`src/rtl/evm_pkg.sv`:
```
// Shared types and defaults for the ballot tally bank.
// Session state encoding plus default sizing.
package evm_pkg;

  typedef enum logic [1:0] {
    ST_IDLE   = 2'd0,
    ST_OPEN   = 2'd1,
    ST_CLOSED = 2'd2
  } session_t;

  localparam int DEF_NUM_CANDIDATES = 8;
  localparam int DEF_COUNT_WIDTH    = 8;

endpackage

```
`src/rtl/ballot_counter_cell.sv`:
```
// Saturating per-candidate vote counter.
// Holds at all-ones and raises a sticky sat flag on overflow attempts.
module ballot_counter_cell
  import evm_pkg::*;
#(
  parameter int COUNT_WIDTH = DEF_COUNT_WIDTH
) (
  input  logic                   clk,
  input  logic                   rst,
  input  logic                   inc,
  input  logic                   clear,
  output logic [COUNT_WIDTH-1:0] count,
  output logic                   sat
);

  always_ff @(posedge clk or posedge rst) begin
    if (rst) begin
      count <= '0;
      sat   <= 1'b0;
    end else if (clear) begin
      count <= '0;
      sat   <= 1'b0;
    end else if (inc) begin
      if (&count) sat <= 1'b1;
      else        count <= count + COUNT_WIDTH'(1);
    end
  end

endmodule

```
`src/rtl/ballot_tally_bank.sv`:
```
// Session-gated ballot tally: edge-detected votes,
// per-candidate saturating counts and a saturating total.
module ballot_tally_bank
  import evm_pkg::*;
#(
  parameter int NUM_CANDIDATES = DEF_NUM_CANDIDATES,
  parameter int COUNT_WIDTH    = DEF_COUNT_WIDTH,
  parameter int TOTAL_WIDTH    = 12
) (
  input  logic                      clk,
  input  logic                      initializer,
  input  logic                      session_open,
  input  logic                      session_close,
  input  logic                      session_clear,
  input  logic [3:0]                candidate_number,
  input  logic                      vote_cast,
  input  logic [3:0]                read_addr,
  output logic                      vote_accepted,
  output logic                      vote_rejected,
  output logic [COUNT_WIDTH-1:0]    read_count,
  output logic [TOTAL_WIDTH-1:0]    total_votes,
  output logic [NUM_CANDIDATES-1:0] saturated,
  output logic [1:0]                session_state
);

  localparam logic [4:0] NUM_C5 = 5'(NUM_CANDIDATES);

  session_t state;
  logic     vote_q;
  logic     evt;
  logic     in_open;
  logic     cand_ok;
  logic     total_full;
  logic     count_ok;
  logic     sel_full;
  logic     accept;
  logic     do_clear;

  logic [NUM_CANDIDATES-1:0] inc;
  logic [COUNT_WIDTH-1:0]    counts [NUM_CANDIDATES];

  assign evt        = vote_cast & ~vote_q;
  assign in_open    = (state == ST_OPEN);
  assign cand_ok    = {1'b0, candidate_number} < NUM_C5;
  assign total_full = &total_votes;
  assign count_ok   = evt & in_open & ~total_full;
  assign accept     = count_ok & cand_ok & ~sel_full;
  assign do_clear   = (state == ST_CLOSED) & session_clear;

  assign session_state = state;

  // Out-of-range indices match no cell, so they read 0 and count nothing.
  always_comb begin
    sel_full   = 1'b0;
    read_count = '0;
    inc        = '0;
    for (int i = 0; i < NUM_CANDIDATES; i++) begin
      if (candidate_number == 4'(i)) begin
        sel_full = &counts[i];
        inc[i]   = count_ok;
      end
      if (read_addr == 4'(i)) read_count = counts[i];
    end
  end

  for (genvar g = 0; g < NUM_CANDIDATES; g++) begin : g_cell
    ballot_counter_cell #(
      .COUNT_WIDTH(COUNT_WIDTH)
    ) u_cell (
      .clk  (clk),
      .rst  (initializer),
      .inc  (inc[g]),
      .clear(do_clear),
      .count(counts[g]),
      .sat  (saturated[g])
    );
  end

  always_ff @(posedge clk or posedge initializer) begin
    if (initializer) begin
      state <= ST_IDLE;
    end else begin
      case (state)
        ST_IDLE:   if (session_open)  state <= ST_OPEN;
        ST_OPEN:   if (session_close) state <= ST_CLOSED;
        ST_CLOSED: if (session_clear) state <= ST_IDLE;
        default:   state <= ST_IDLE;
      endcase
    end
  end

  // History resets high so a strobe held through reset release is ignored.
  always_ff @(posedge clk or posedge initializer) begin
    if (initializer) begin
      vote_q        <= 1'b1;
      vote_accepted <= 1'b0;
      vote_rejected <= 1'b0;
      total_votes   <= '0;
    end else begin
      vote_q        <= vote_cast;
      vote_accepted <= accept;
      vote_rejected <= evt & ~accept;
      if (do_clear)    total_votes <= '0;
      else if (accept) total_votes <= total_votes + TOTAL_WIDTH'(1);
    end
  end

endmodule

```
`config.mk`:
```
export PLATFORM = sky130hd
export DESIGN_NAME = ballot_tally_bank
export DESIGN_NICKNAME = d
export VERILOG_FILES = /design/src/rtl/evm_pkg.sv /design/src/rtl/ballot_counter_cell.sv /design/src/rtl/ballot_tally_bank.sv
export SDC_FILE = /design/constraint.sdc
export NUM_CORES = 1
export LEC_CHECK = 0
export ABC_AREA = 1
export CORE_MARGIN = 3
export CORE_UTILIZATION = 50
export DETAILED_ROUTE_END_ITERATION = 12
export PLACE_DENSITY_LB_ADDON = 0.3
export SLEW_MARGIN = 20
export SYNTH_ARGS = -nofsm -noshare
export SYNTH_HDL_FRONTEND = slang
export SYNTH_SLANG_ARGS = --single-unit
```
`constraint.sdc`:
```
create_clock -name clk -period 2.6 [get_ports clk]
set_input_delay 0.52 -clock clk [delete_from_list [all_inputs] [get_ports clk]]
set_output_delay 0.52 -clock clk [all_outputs]
set_load 0.05 [all_outputs]
```
==> summary.md <==
| Metric | Value |
|---|---|
| Hold crit path type | reg2reg |
| Worst slew pin tran | ~570 ps |
| Top cells by area, synth | dfrtp_1 (40%), nand2_1 (11%), inv_1 (7.6%) |
| Mapped Nets | a little under 800 |
| Avg Cell Area, Syn | 7.22 um2 |
| Largest net degree at the start of global routing | 90 |
| Antenna Cells | 0 |
| HP Start | g_cell[4].u_cell.sat$_DFFE_PP0P_ |
| CTS tree | built |
| Dpl cell area | 6350 um2 |
| Yosys top cell by area | dfrtp_1 |
| Data required, critical path | around 2100 ps |
| Reg2Reg Setup Slack | 500 ps |
| Clk buf depth | 2 |
| Crit path launch type | input pin |
| Core area | between 10,000 and 15,000 um2 |
| Cells after synthesis | slightly below 800 |
| Final Skew | about 16 ps |
| Vias in the first global route | approximately 5,300 |
| Pwr Density | 664 nW/um2 |
| Via density | 5.60 |
| Hold Vio Cnt, Final | 0 |
| RePlAce Congestion | about 0.9 |
| Crit path DAT | 1940 ps |
| Layout area overhead | 18.7% |
| Max_cap viols | 0 |
| Most common library cells after synthesis | nand2_1 (164), inv_1 (113), dfrtp_1 (88), nor2_1 (82), nand3_1 (65) |
| Top FF cell, synth | dfrtp_1 |
| Switching Power | between 1.5 and 2 mW |
| Die footprint | between 10,000 and 15,000 um2 |
| Total power | ~4.4 mW |
| Initial antenna violation count | 0 |
| Htree depth | 3 |
| FF-to-FF End | g_cell[6].u_cell.count[2]$_DFFE_PP0P_ |
| Setup crit end kind | primary output |
| Crit path kind | in2out |
| Setup ws final | 137 ps |
| Worst Setup SP | read_addr[2] |
| Reg power frac | 44.4% |
| Num CTS Buffers | 9 |
| Initial Util | a little over half |
| Die width | approximately 110 um |
| # port buffers | 45 |
| Slew Viols, Final | 0 |
| Warnings from Yosys | 0 |
| Worst hold path depth | 1 |
| Switching share of total power | about two fifths |
| Gr usage total | between 20% and 30% |
| CTS Hold Bufs | 0 |
| Area share of the largest cell type after synthesis | roughly 40% |
| # DRC | 0 |
| Sequential-to-total area share from yosys stat | approximately two fifths |
| RR Startpoint | total_votes[0]$_DFFE_PP0P_ |
| Final Hold Slack | ~500 ps |
| Boundary pin count | between 40 and 50 |
| Rel. slew slack | roughly 62% |
| First-pass GRT wire length | between 20,000 and 30,000 um |
| Syn Std Cell Area | about 5600 um2 |
| Post-synth cell types | 39 |
| WL final | 15,000 um |
| Clock-pin slew on the worst setup and hold paths | ~90 ps |
| Leak | 3.04 nW |
| Nets | between 800 and 900 |
| Worst r2r path cells | 10 |
| DP HPWL | around 11,000 um |
| Fmax | about 410 MHz |
| Postcts setup bufs | 0 |
| Yosys reg bits | 89 |
| Ys async rst share | 100% |
| Part of the power in the clock network | a little under a quarter |
| Pre-CTS WS | -179 ps |
| Number of flops mapped to enable cells by yosys | 0 |
| Vias | ~5,400 |
| Final Cell Area | ~6600 um2 |
| Worst skew pair latency | 380 ps |
| Share of cells above drive strength 1 | 11.9% |
| Drt initial violations | ~530 |
| Max FO, Critical Path | 8 |
| DR pass1 iterations | 5 |
| FP Rows | 37 |
| Post-route antenna net violation count | 0 |
| Total grt overflow | 0 |
| Peak supply drop | a little over 600 uV |
| Status | finished clean |
| # setup viols final | 0 |
| CTS Root Cell | clkbuf_8 |
| WL per Instance | approximately 15 um |
| Most common cell in the synthesized netlist | nand2_1 |
| Final worst-path cycle share | approximately 95% |
| Hold Path End | g_cell[4].u_cell.sat$_DFFE_PP0P_ |
| Pint | 2.61 mW |
| Die Ht | 112 um |
| Clock Sink Count | 89 |
| Comb pwr share | around 33% |
| Fin crit period | roughly 2500 ps |
-- sequential cells by signal, indices dropped and copies added, names as in the netlist --
register / count
g_cell.u_cell.sat: 8
vote_accepted: 1
vote_q: 1
g_cell.u_cell.count: 64
session_state: 2
vote_rejected: 1
total_votes: 12
-- power by group through the flow --
stage          Combinational [mW]  Clock, mW  Sequential (mW)
2_1_floorplan               0.877          0             2.00
3_3_place_gp                 1.38          0             1.96
3_5_place_dp                 1.42          0             1.97
4_1_cts                      1.44       1.01             1.94
5_1_grt                      1.60       1.07             1.99
6_report                     1.45      0.993             1.95
-- worst max path at each step --
stage / slack, ps / end
3_5_place_dp: -180 / read_count[3]
4_1_cts: 120 / read_count[7]
3_3_place_gp: -140 / read_count[3]
6_report: 140 / read_count[5]
2_1_floorplan: 120 / read_count[0]
5_1_grt: -10 / read_count[5]
-- metrics by stage --
| step | utilization (%) | instances | setup TNS [ps] |
|---|---|---|---|
| 2_1_floorplan | - | 771 | 0 |
| 3_3_place_gp | 60.1 | 952 | -767 |
| 3_5_place_dp | 60.1 | 952 | -1140 |
| 4_1_cts | 62.4 | 968 | 0 |
| 5_1_grt | 62.6 | 968 | -14.1 |
| 6_report | 62.6 | 968 | 0 |
-- critical path, cell delays in order --
cell	delay, ps
dlygate4sd2_1	270
nor2_2	230
nand2_2	160
o22ai_1	210
a21oi_1	60
o211ai_1	90
o21ai_0	120
nand3_1	130
buf_12	150
-- logic make-up after synthesis --
group                      share of synthesized area [%]
AOI/OAI and AO/OA                                   11.3
xor gates and xnor gates                            3.46
adders and majority gates                           2.02
buffers and inverters                               10.5
DFF                                                 40.0
and+or+nand+nor                                     32.7
-- placed cells by master (no fill, tap or decap), types with 2 or more instances in the layout --
cell	n
clkinv_2	2
nor4_1	4
nor3_1	21
xnor2_1	2
a21oi_1	28
nand2_4	2
nor4_2	2
o31ai_1	11
o21a_1	4
o2111ai_2	4
buf_12	11
nand4_1	30
nor3_4	2
ha_1	9
nor2_2	8
nor2_1	79
o21ai_0	34
inv_1	111
o21ai_1	16
nand2_1	160
o22ai_1	6
xor2_1	20
clkinvlp_4	3
nor3_2	5
inv_2	10
dlygate4sd2_1	4
o2111ai_1	2
nand3_1	65
dfrtp_1	88
clkbuf_8	10
buf_4	19
clkdlybuf4s50_1	33
nand2_2	14
-- timing repair --
| action | in CTS | in global routing |
|---|---|---|
| setup endpoints to repair | 8 | 4 |
| pin swaps | 4 | 1 |
| resized for setup | 17 | 4 |
| hold endpoints to repair | 0 | 0 |
-- metal layers --
layer	wire length (um)	share of wire (%)	track usage [%]
met1	6830	46	33.9
met2	6810	45	38.8
met3	1090	7.3	6.25
met4	250	1.7	8.52
met5	0	0	0
-- cell type report --
| cell class | instances | area [um2] |
|---|---|---|
| fill | 928 | 3950 |
| multi-input combinational | 538 | 2820 |
| sequential | 89 | 2230 |
| timing repair buffer | 67 | 728 |
| inverter | 122 | 462 |
| tap | 136 | 170 |
| clock buffer | 11 | 141 |
| clock inverter | 5 | 55.1 |
Power figures use the tool's default switching activity.
